<file path="config.mk">
export PLATFORM = sky130hd
export DESIGN_NAME = branch_hazard_ctrl
export DESIGN_NICKNAME = d
export VERILOG_FILES = /design/src/rtl/riscv_pipe_pkg.sv /design/src/rtl/load_use_detect.sv /design/src/rtl/branch_hazard_ctrl.sv
export SDC_FILE = /design/constraint.sdc
export NUM_CORES = 1
export LEC_CHECK = 0
export CORE_AREA = 2 2 54 56
export DETAILED_ROUTE_END_ITERATION = 6
export DIE_AREA = 0 0 56 58
export PLACE_DENSITY = 0.82
export SLEW_MARGIN = 10
export SYNTH_ARGS = -nofsm -noshare
export SYNTH_HDL_FRONTEND = slang
export SYNTH_SLANG_ARGS = --single-unit
</file>
<file path="constraint.sdc">
create_clock -name clk -period 5.32 [get_ports clk]
set_clock_uncertainty 0.15 [all_clocks]
set_input_delay 1.33 -clock clk [delete_from_list [all_inputs] [get_ports clk]]
set_output_delay 1.33 -clock clk [all_outputs]
set_load 0.005 [all_outputs]
</file>
<file path="src/rtl/riscv_pipe_pkg.sv">
// rtl/riscv_pipe_pkg.sv - shared pipeline-control types and widths for the RV32I core
package riscv_pipe_pkg;

  typedef enum logic {
    RUN   = 1'b0,
    FLUSH = 1'b1
  } state_t;

  localparam int REG_IDX_W   = 5;
  localparam int FLUSH_CNT_W = 4;

endpackage

</file>
<file path="src/rtl/load_use_detect.sv">
// rtl/load_use_detect.sv - combinational load-use hazard detector (EX load feeding an ID source)
module load_use_detect
  import riscv_pipe_pkg::*;
(
  input  logic                 ex_valid,
  input  logic                 ex_mem_read,
  input  logic [REG_IDX_W-1:0] ex_rd,
  input  logic                 id_valid,
  input  logic [REG_IDX_W-1:0] id_rs1,
  input  logic [REG_IDX_W-1:0] id_rs2,
  output logic                 hazard
);

  // x0 is never a real producer, so a load into x0 cannot create a dependency
  always_comb begin
    hazard = ex_valid & ex_mem_read & (ex_rd != '0) & id_valid &
             ((ex_rd == id_rs1) | (ex_rd == id_rs2));
  end

endmodule

</file>
<file path="src/rtl/branch_hazard_ctrl.sv">
// rtl/branch_hazard_ctrl.sv - PC redirect, flush shadow, load-use bubble and freeze control; BRANCH_HAZARD_PERF_CNT_EN adds event counters
module branch_hazard_ctrl
  import riscv_pipe_pkg::*;
#(
  parameter int FLUSH_DEPTH = 1,
  parameter int XLEN        = 32
) (
  input  logic                 clk,
  input  logic                 rst,
  input  logic                 ex_valid,
  input  logic                 ex_jump,
  input  logic [XLEN-1:0]      ex_target,
  input  logic                 ex_mem_read,
  input  logic [REG_IDX_W-1:0] ex_rd,
  input  logic                 id_valid,
  input  logic [REG_IDX_W-1:0] id_rs1,
  input  logic [REG_IDX_W-1:0] id_rs2,
  input  logic                 stall_ext,
  output logic                 pc_sel,
  output logic [XLEN-1:0]      pc_target,
  output logic                 pc_stall,
  output logic                 if_id_stall,
  output logic                 if_id_flush,
  output logic                 id_ex_flush
`ifdef BRANCH_HAZARD_PERF_CNT_EN
  ,
  output logic [31:0]          redirect_cnt,
  output logic [31:0]          loaduse_cnt
`endif
);

  state_t                 state, state_n;
  logic [FLUSH_CNT_W-1:0] flush_cnt, flush_cnt_n;
  logic                   hazard;
  logic                   take_redirect;
  logic                   take_loaduse;

  load_use_detect u_load_use_detect (
    .ex_valid    (ex_valid),
    .ex_mem_read (ex_mem_read),
    .ex_rd       (ex_rd),
    .id_valid    (id_valid),
    .id_rs1      (id_rs1),
    .id_rs2      (id_rs2),
    .hazard      (hazard)
  );

  // Event qualification: only RUN reacts to EX/ID, a redirect shadows any load-use
  always_comb begin
    take_redirect = !rst && !stall_ext && (state == RUN) && ex_valid && ex_jump;
    take_loaduse  = !rst && !stall_ext && (state == RUN) && !(ex_valid && ex_jump) && hazard;
  end

  // State register: flush_cnt counts the remaining shadow cycles
  always_ff @(posedge clk) begin
    if (rst) begin
      state     <= RUN;
      flush_cnt <= '0;
    end else begin
      state     <= state_n;
      flush_cnt <= flush_cnt_n;
    end
  end

  // Next-state logic: a freeze holds everything, the shadow only advances on live cycles
  always_comb begin
    state_n     = state;
    flush_cnt_n = flush_cnt;
    if (!stall_ext) begin
      case (state)
        RUN: begin
          if (take_redirect && (FLUSH_DEPTH > 1)) begin
            state_n     = FLUSH;
            flush_cnt_n = FLUSH_CNT_W'(FLUSH_DEPTH - 1);
          end
        end
        FLUSH: begin
          flush_cnt_n = flush_cnt - FLUSH_CNT_W'(1);
          if (flush_cnt == FLUSH_CNT_W'(1)) begin
            state_n = RUN;
          end
        end
        default: begin
          state_n     = RUN;
          flush_cnt_n = '0;
        end
      endcase
    end
  end

  // Output decode in priority order: reset, freeze, flush shadow, redirect, load-use
  always_comb begin
    pc_sel      = 1'b0;
    pc_stall    = 1'b0;
    if_id_stall = 1'b0;
    if_id_flush = 1'b0;
    id_ex_flush = 1'b0;
    if (rst) begin
      pc_sel = 1'b0;
    end else if (stall_ext) begin
      pc_stall    = 1'b1;
      if_id_stall = 1'b1;
    end else if (state == FLUSH) begin
      if_id_flush = 1'b1;
    end else if (take_redirect) begin
      pc_sel      = 1'b1;
      if_id_flush = 1'b1;
      id_ex_flush = 1'b1;
    end else if (take_loaduse) begin
      pc_stall    = 1'b1;
      if_id_stall = 1'b1;
      id_ex_flush = 1'b1;
    end
    pc_target = pc_sel ? ex_target : '0;
  end

`ifdef BRANCH_HAZARD_PERF_CNT_EN
  // Event counters: wrap naturally at 2^32, frozen cycles never count
  always_ff @(posedge clk) begin
    if (rst) begin
      redirect_cnt <= '0;
      loaduse_cnt  <= '0;
    end else begin
      if (take_redirect) begin
        redirect_cnt <= redirect_cnt + 32'd1;
      end
      if (take_loaduse) begin
        loaduse_cnt <= loaduse_cnt + 32'd1;
      end
    end
  end
`endif

endmodule
</file>
-- Yosys cells after proc, flatten, opt, wreduce, memory -nomap -nowiden
Index checks and enable logic that the tools add are counted.
- $add $sub $neg: 1
- equal/unequal tests: 3
- multiplexer cells: 19
- bitwise gates (word level): 7
- reductions and logical operators: 12
- operators with widths (kind ; count):
    $mux W32 ; 1
    $mux W1 ; 18
    $eq A5 B5 Y1 ; 2
    $logic_and A1 B1 Y1 ; 7
    $reduce_bool A5 Y1 ; 1
    $and A1 B1 Y1 ; 4
    $eq A4 B1 Y1 const B ; 1
    $sub A4 B1 Y4 const B ; 1
    $logic_not A1 Y1 ; 3
    $not A1 Y1 ; 2
    $reduce_and A2 Y1 ; 1
    $or A1 B1 Y1 ; 1
- bits in registers: 5
- input port bits: 54
- output and inout bits: 37
- word-level logic and storage cells: 44

-- Longest topological paths before layout
- depth after elaboration: 10
- depth in mapped cells: 5
- mapped depth without buffers: 5

-- Modules after synthesis
From an unflattened synthesis, not the netlist that was laid out.
- cells, all modules: 87
- area total of the unflattened synthesis: 676.9 um^2
- by module, submodules not included (module ; instances ; cells each ; area an instance (um^2) ; sequential area each (um^2)):
    branch_hazard_ctrl ; 1 ; 70 ; 548.0 ; 100.1
    load_use_detect ; 1 ; 17 ; 128.9 ; 0.0

-- Least setup slack after synthesis
OpenSTA, ideal clock, no wires.
- path kind: input port to output port
- start point: in ex_rd[0]
- end point: out pc_stall
- arrival time: 2.247 ns
- required time: 3.840 ns
- path slack: 1.593 ns
- stages: 4
- path buffers: 1
- path through: or4_1 > o21ai_1 > o22ai_1 > buf_4
- word-level cells in the longest chain between the ends: 10
- elaborated cells between the ends (all ways): 13
- classes of those cells: eq/ne: 2; mux: 5; bitwise: 4; reduce/logical: 2
- RTL lines (element ; line ; source):
    start: declaration ; branch_hazard_ctrl.sv:14 ; input logic [REG_IDX_W-1:0] ex_rd,
    $reduce_bool A5 Y1 ; load_use_detect.sv:16 ; hazard = ex_valid & ex_mem_read & (ex_rd != '0) & id_valid &
    $and A1 B1 Y1 (2 in a row) ; load_use_detect.sv:16 ;
    $and A1 B1 Y1 * ; load_use_detect.sv:16 ;
    $logic_and A1 B1 Y1 * ; branch_hazard_ctrl.sv:51 ; take_loaduse = !rst && !stall_ext && (state == RUN) && !(ex_valid && ex_jump) && hazard;
    $mux W1 * (5 in a row) ; - ;
    end: declaration ; branch_hazard_ctrl.sv:21 ; output logic pc_stall,
Every way passes the cells marked *; elsewhere a longest branch is shown, timed or not.

-- Worst setup path after layout
- start point: in rst
- end point: out pc_target[9]
- word-level cells in the longest chain between the ends: 10
- RTL lines (element ; line ; source):
    start: declaration ; branch_hazard_ctrl.sv:9 ; input logic rst,
    $logic_not A1 Y1 ; branch_hazard_ctrl.sv:50 ; take_redirect = !rst && !stall_ext && (state == RUN) && ex_valid && ex_jump;
    $logic_and A1 B1 Y1 (4 in a row) ; branch_hazard_ctrl.sv:50 ;
    $mux W1 ; branch_hazard_ctrl.sv:105 ; end else if (take_redirect) begin
    $mux W1 ; branch_hazard_ctrl.sv:103 ; end else if (state == FLUSH) begin
    $mux W1 ; branch_hazard_ctrl.sv:100 ; end else if (stall_ext) begin
    $mux W1 * ; branch_hazard_ctrl.sv:98 ; if (rst) begin
    $mux W32 * ; branch_hazard_ctrl.sv:114 ; pc_target = pc_sel ? ex_target : '0;
    end: declaration ; branch_hazard_ctrl.sv:20 ; output logic [XLEN-1:0] pc_target,
Marked as above.

==> results.md <==
- Reg2reg start: state
- CTS Sinks: 5
- Compound-gate portion of the synthesized area: 0.0759
- Setup Crit Path Kind: input port to output port
- Maximum clock insertion buffer count: 2
- Port bufs: 90
- Simple-gate share of the synthesized area: 0.459
- Fmax: between 200 and 250 MHz
- CP Launch Type: input port
- Slew @ Worst Pin: 378 ps
- Final setup vio count: 0
- CP required: roughly 3800 ps
- Row cnt: 19
- Register bit count reported by yosys: 5
- Mapped Cells: 86
- Hold Crit Start: state
- Worst Setup End Kind: output port
- Clock-pin transition on the worst setup and hold timing paths: ~40 ps
- Post-synthesis cell area: about 660 um2
- Register area share after synthesis: 0.152
- Endpoints failing hold: 0
- Vias in the first global route: between 800 and 900
- Peak supply drop: ~0.12 mV
- Clk_lat worst skew: between 200 and 250 ps
- Gpl congestion: 0.794
- Min Hold Slack: roughly 370 ps
- Multiplexer share of the synthesized area: 0
- PwrDens: 93.7 mW/mm2
- CTS tree: yes
- Max incr delay on CP: approximately 600 ps
- Slew HR: 0.747
- # Post-CTS Setup Buffers: 0
- Die ar.: around 0.0032 mm2
- Clock root cell: clkbuf_4
- Max cap viols: 0
- Hold Path Class: flip-flop to flip-flop
- Most frequent cells in the layout: 90 x clkdlybuf4s50_1, 32 x and2_1, 12 x xor2_1
- DPL Wire Length: 2280 um
- Total gr overflow: 0
- Critical path arrival: 3130 ps
- Final ANT Viol Nets: 0
- CTS HTree Levels: 1
- Synth Area in Adders: 0.0380
- Synthesized area per cell: 7.67 um2
- # DRC: 0
- CP max stage cell: clkdlybuf4s50_1
- Total Wirelength: between 2000 and 2500 um
- DRT iter0 DRCs: 17
- Crit-path max FO: 23
- Ys Warns: 0
- Largest family of logic cells by synthesized area: simple AND/OR/NAND/NOR gates
- Slew Limit Fails: 0
- Via count: slightly above 900
- IO Count: slightly above 90
- Cell repeated most along the worst path: clkdlybuf4s50_1
- Status: finished, final reports clean
- Final Cycle Share: 0.867
- Total CTS buffers: 3
- Nets: 234
- TritonRoute pass-1 iters: 2
- Critical path cell sequence: clkdlybuf4s50_1 -> nor4_4 -> buf_4 -> and2_1 -> clkdlybuf4s50_1
- Total Power: ~150 uW
- Routed WL per cell: around 12 um
- Post-synthesis cell type count: 22
- Hold_buf cts: 0
- Commonest non-fill, non-tap cell in the layout: clkdlybuf4s50_1
- DIE WIDTH: 56 um
- CP startpoint: rst
- N_diodes: 0
- Syn_nets: around 140
- Initial antenna violation count: 0
- First-pass GRT wire length: about 3800 um
- Setup TNS: 0 ps
- Leakage power figure: 0.595 nW
- GRT Util Overall: 0.149
- Vias/cell: between 4 and 5
- XOR/XNOR Fraction of Synth Area: 0.173
- Initial core utilization: 0.248
- Core area: 0.00266 mm2
- Crit path time final: 4610 ps
- Post_cts resized: 0
- Die Y-Extent: 58 um
- Largest net degree at the start of global routing: 24
- Layout area overhead: 141%
- Layout cells sized above 1: 0.0339
- RSZ-0062 raised after global routing: false
## kinds of logic (layout without fill, tap and decap cells)
logic type | Yosys count | in the layout
buffers and inverters | 9 | 100
XOR/XNOR | 13 | 13
AO/OA/AOI/OAI | 7 | 7
AND/OR/NAND/NOR | 50 | 50
flip-flops | 5 | 5
adder cells (fa/ha/maj) | 2 | 2
## synth_stat cells
library cell / instances / share of area
inv_1: 4 / 0.023
o21ai_1: 1 / 0.0076
a211oi_1: 2 / 0.023
nor2_1: 7 / 0.040
buf_4: 1 / 0.011
nor4_4: 1 / 0.032
o22ai_1: 1 / 0.0095
nand2_1: 3 / 0.017
dfxtp_1: 5 / 0.15
a22oi_1: 1 / 0.011
a311oi_1: 1 / 0.013
xor2_1: 12 / 0.16
nor4_1: 1 / 0.0095
nand4b_1: 1 / 0.013
nor2b_1: 1 / 0.0095
ha_1: 2 / 0.038
or4_1: 1 / 0.011
o21bai_1: 1 / 0.011
xnor2_1: 1 / 0.013
and2_1: 32 / 0.30
nor3_1: 3 / 0.023
buf_6: 4 / 0.068
## critical path: cells and delay by family
kind / cells / cell delay, ps
AND/OR/NAND/NOR: 2 / 460
buffers and inverters: 3 / 1340
## layout make-up
| cell class | count | area (um2) |
|---|---|---|
| clock buffer | 4 | 26.3 |
| multi-input combinational | 72 | 492 |
| fill | 258 | 1070 |
| inverter | 4 | 15.0 |
| timing repair buffer | 92 | 916 |
| sequential | 5 | 100 |
| tap | 31 | 38.8 |
## through the flow
step	std cells	worst slack, ps	utilization	area (um2)
after global routing	208	566	0.596	1590
final	208	706	0.596	1590
after floorplan	86	1590	-	659
after detailed placement	204	704	0.586	1560
after global placement	204	721	0.586	1560
after CTS	208	692	0.596	1590
## sequential cells by signal, indices dropped and copies added, names as in the netlist
signal	count
state	1
flush_cnt	4
## final timing paths
check / endpoint / slack, ps / depth (start not counted)
worst max register to register: flush_cnt[3] / 3950 / 4
worst min-delay path: state / 370 / 2
worst min register to register: state / 370 / 2
worst max-delay path: pc_target[9] / 710 / 5
## report_power, final
part	switching, mW	internal (mW)	leakage, nW
Sequential	0.00000000000000149	0.0376	0.0402
Clock	0.0153	0.0283	0.0150
Combinational	0.0178	0.0498	0.540
## metal layers
layer	GRT usage	wire [um]	vias to the layer above
met1	0.140	806	386
met2	0.304	1380	62
li1	-	-	457
met5	0	0	-
met4	0.0408	13	0
met3	0.0513	288	2
(Power assumes the default switching activity.)
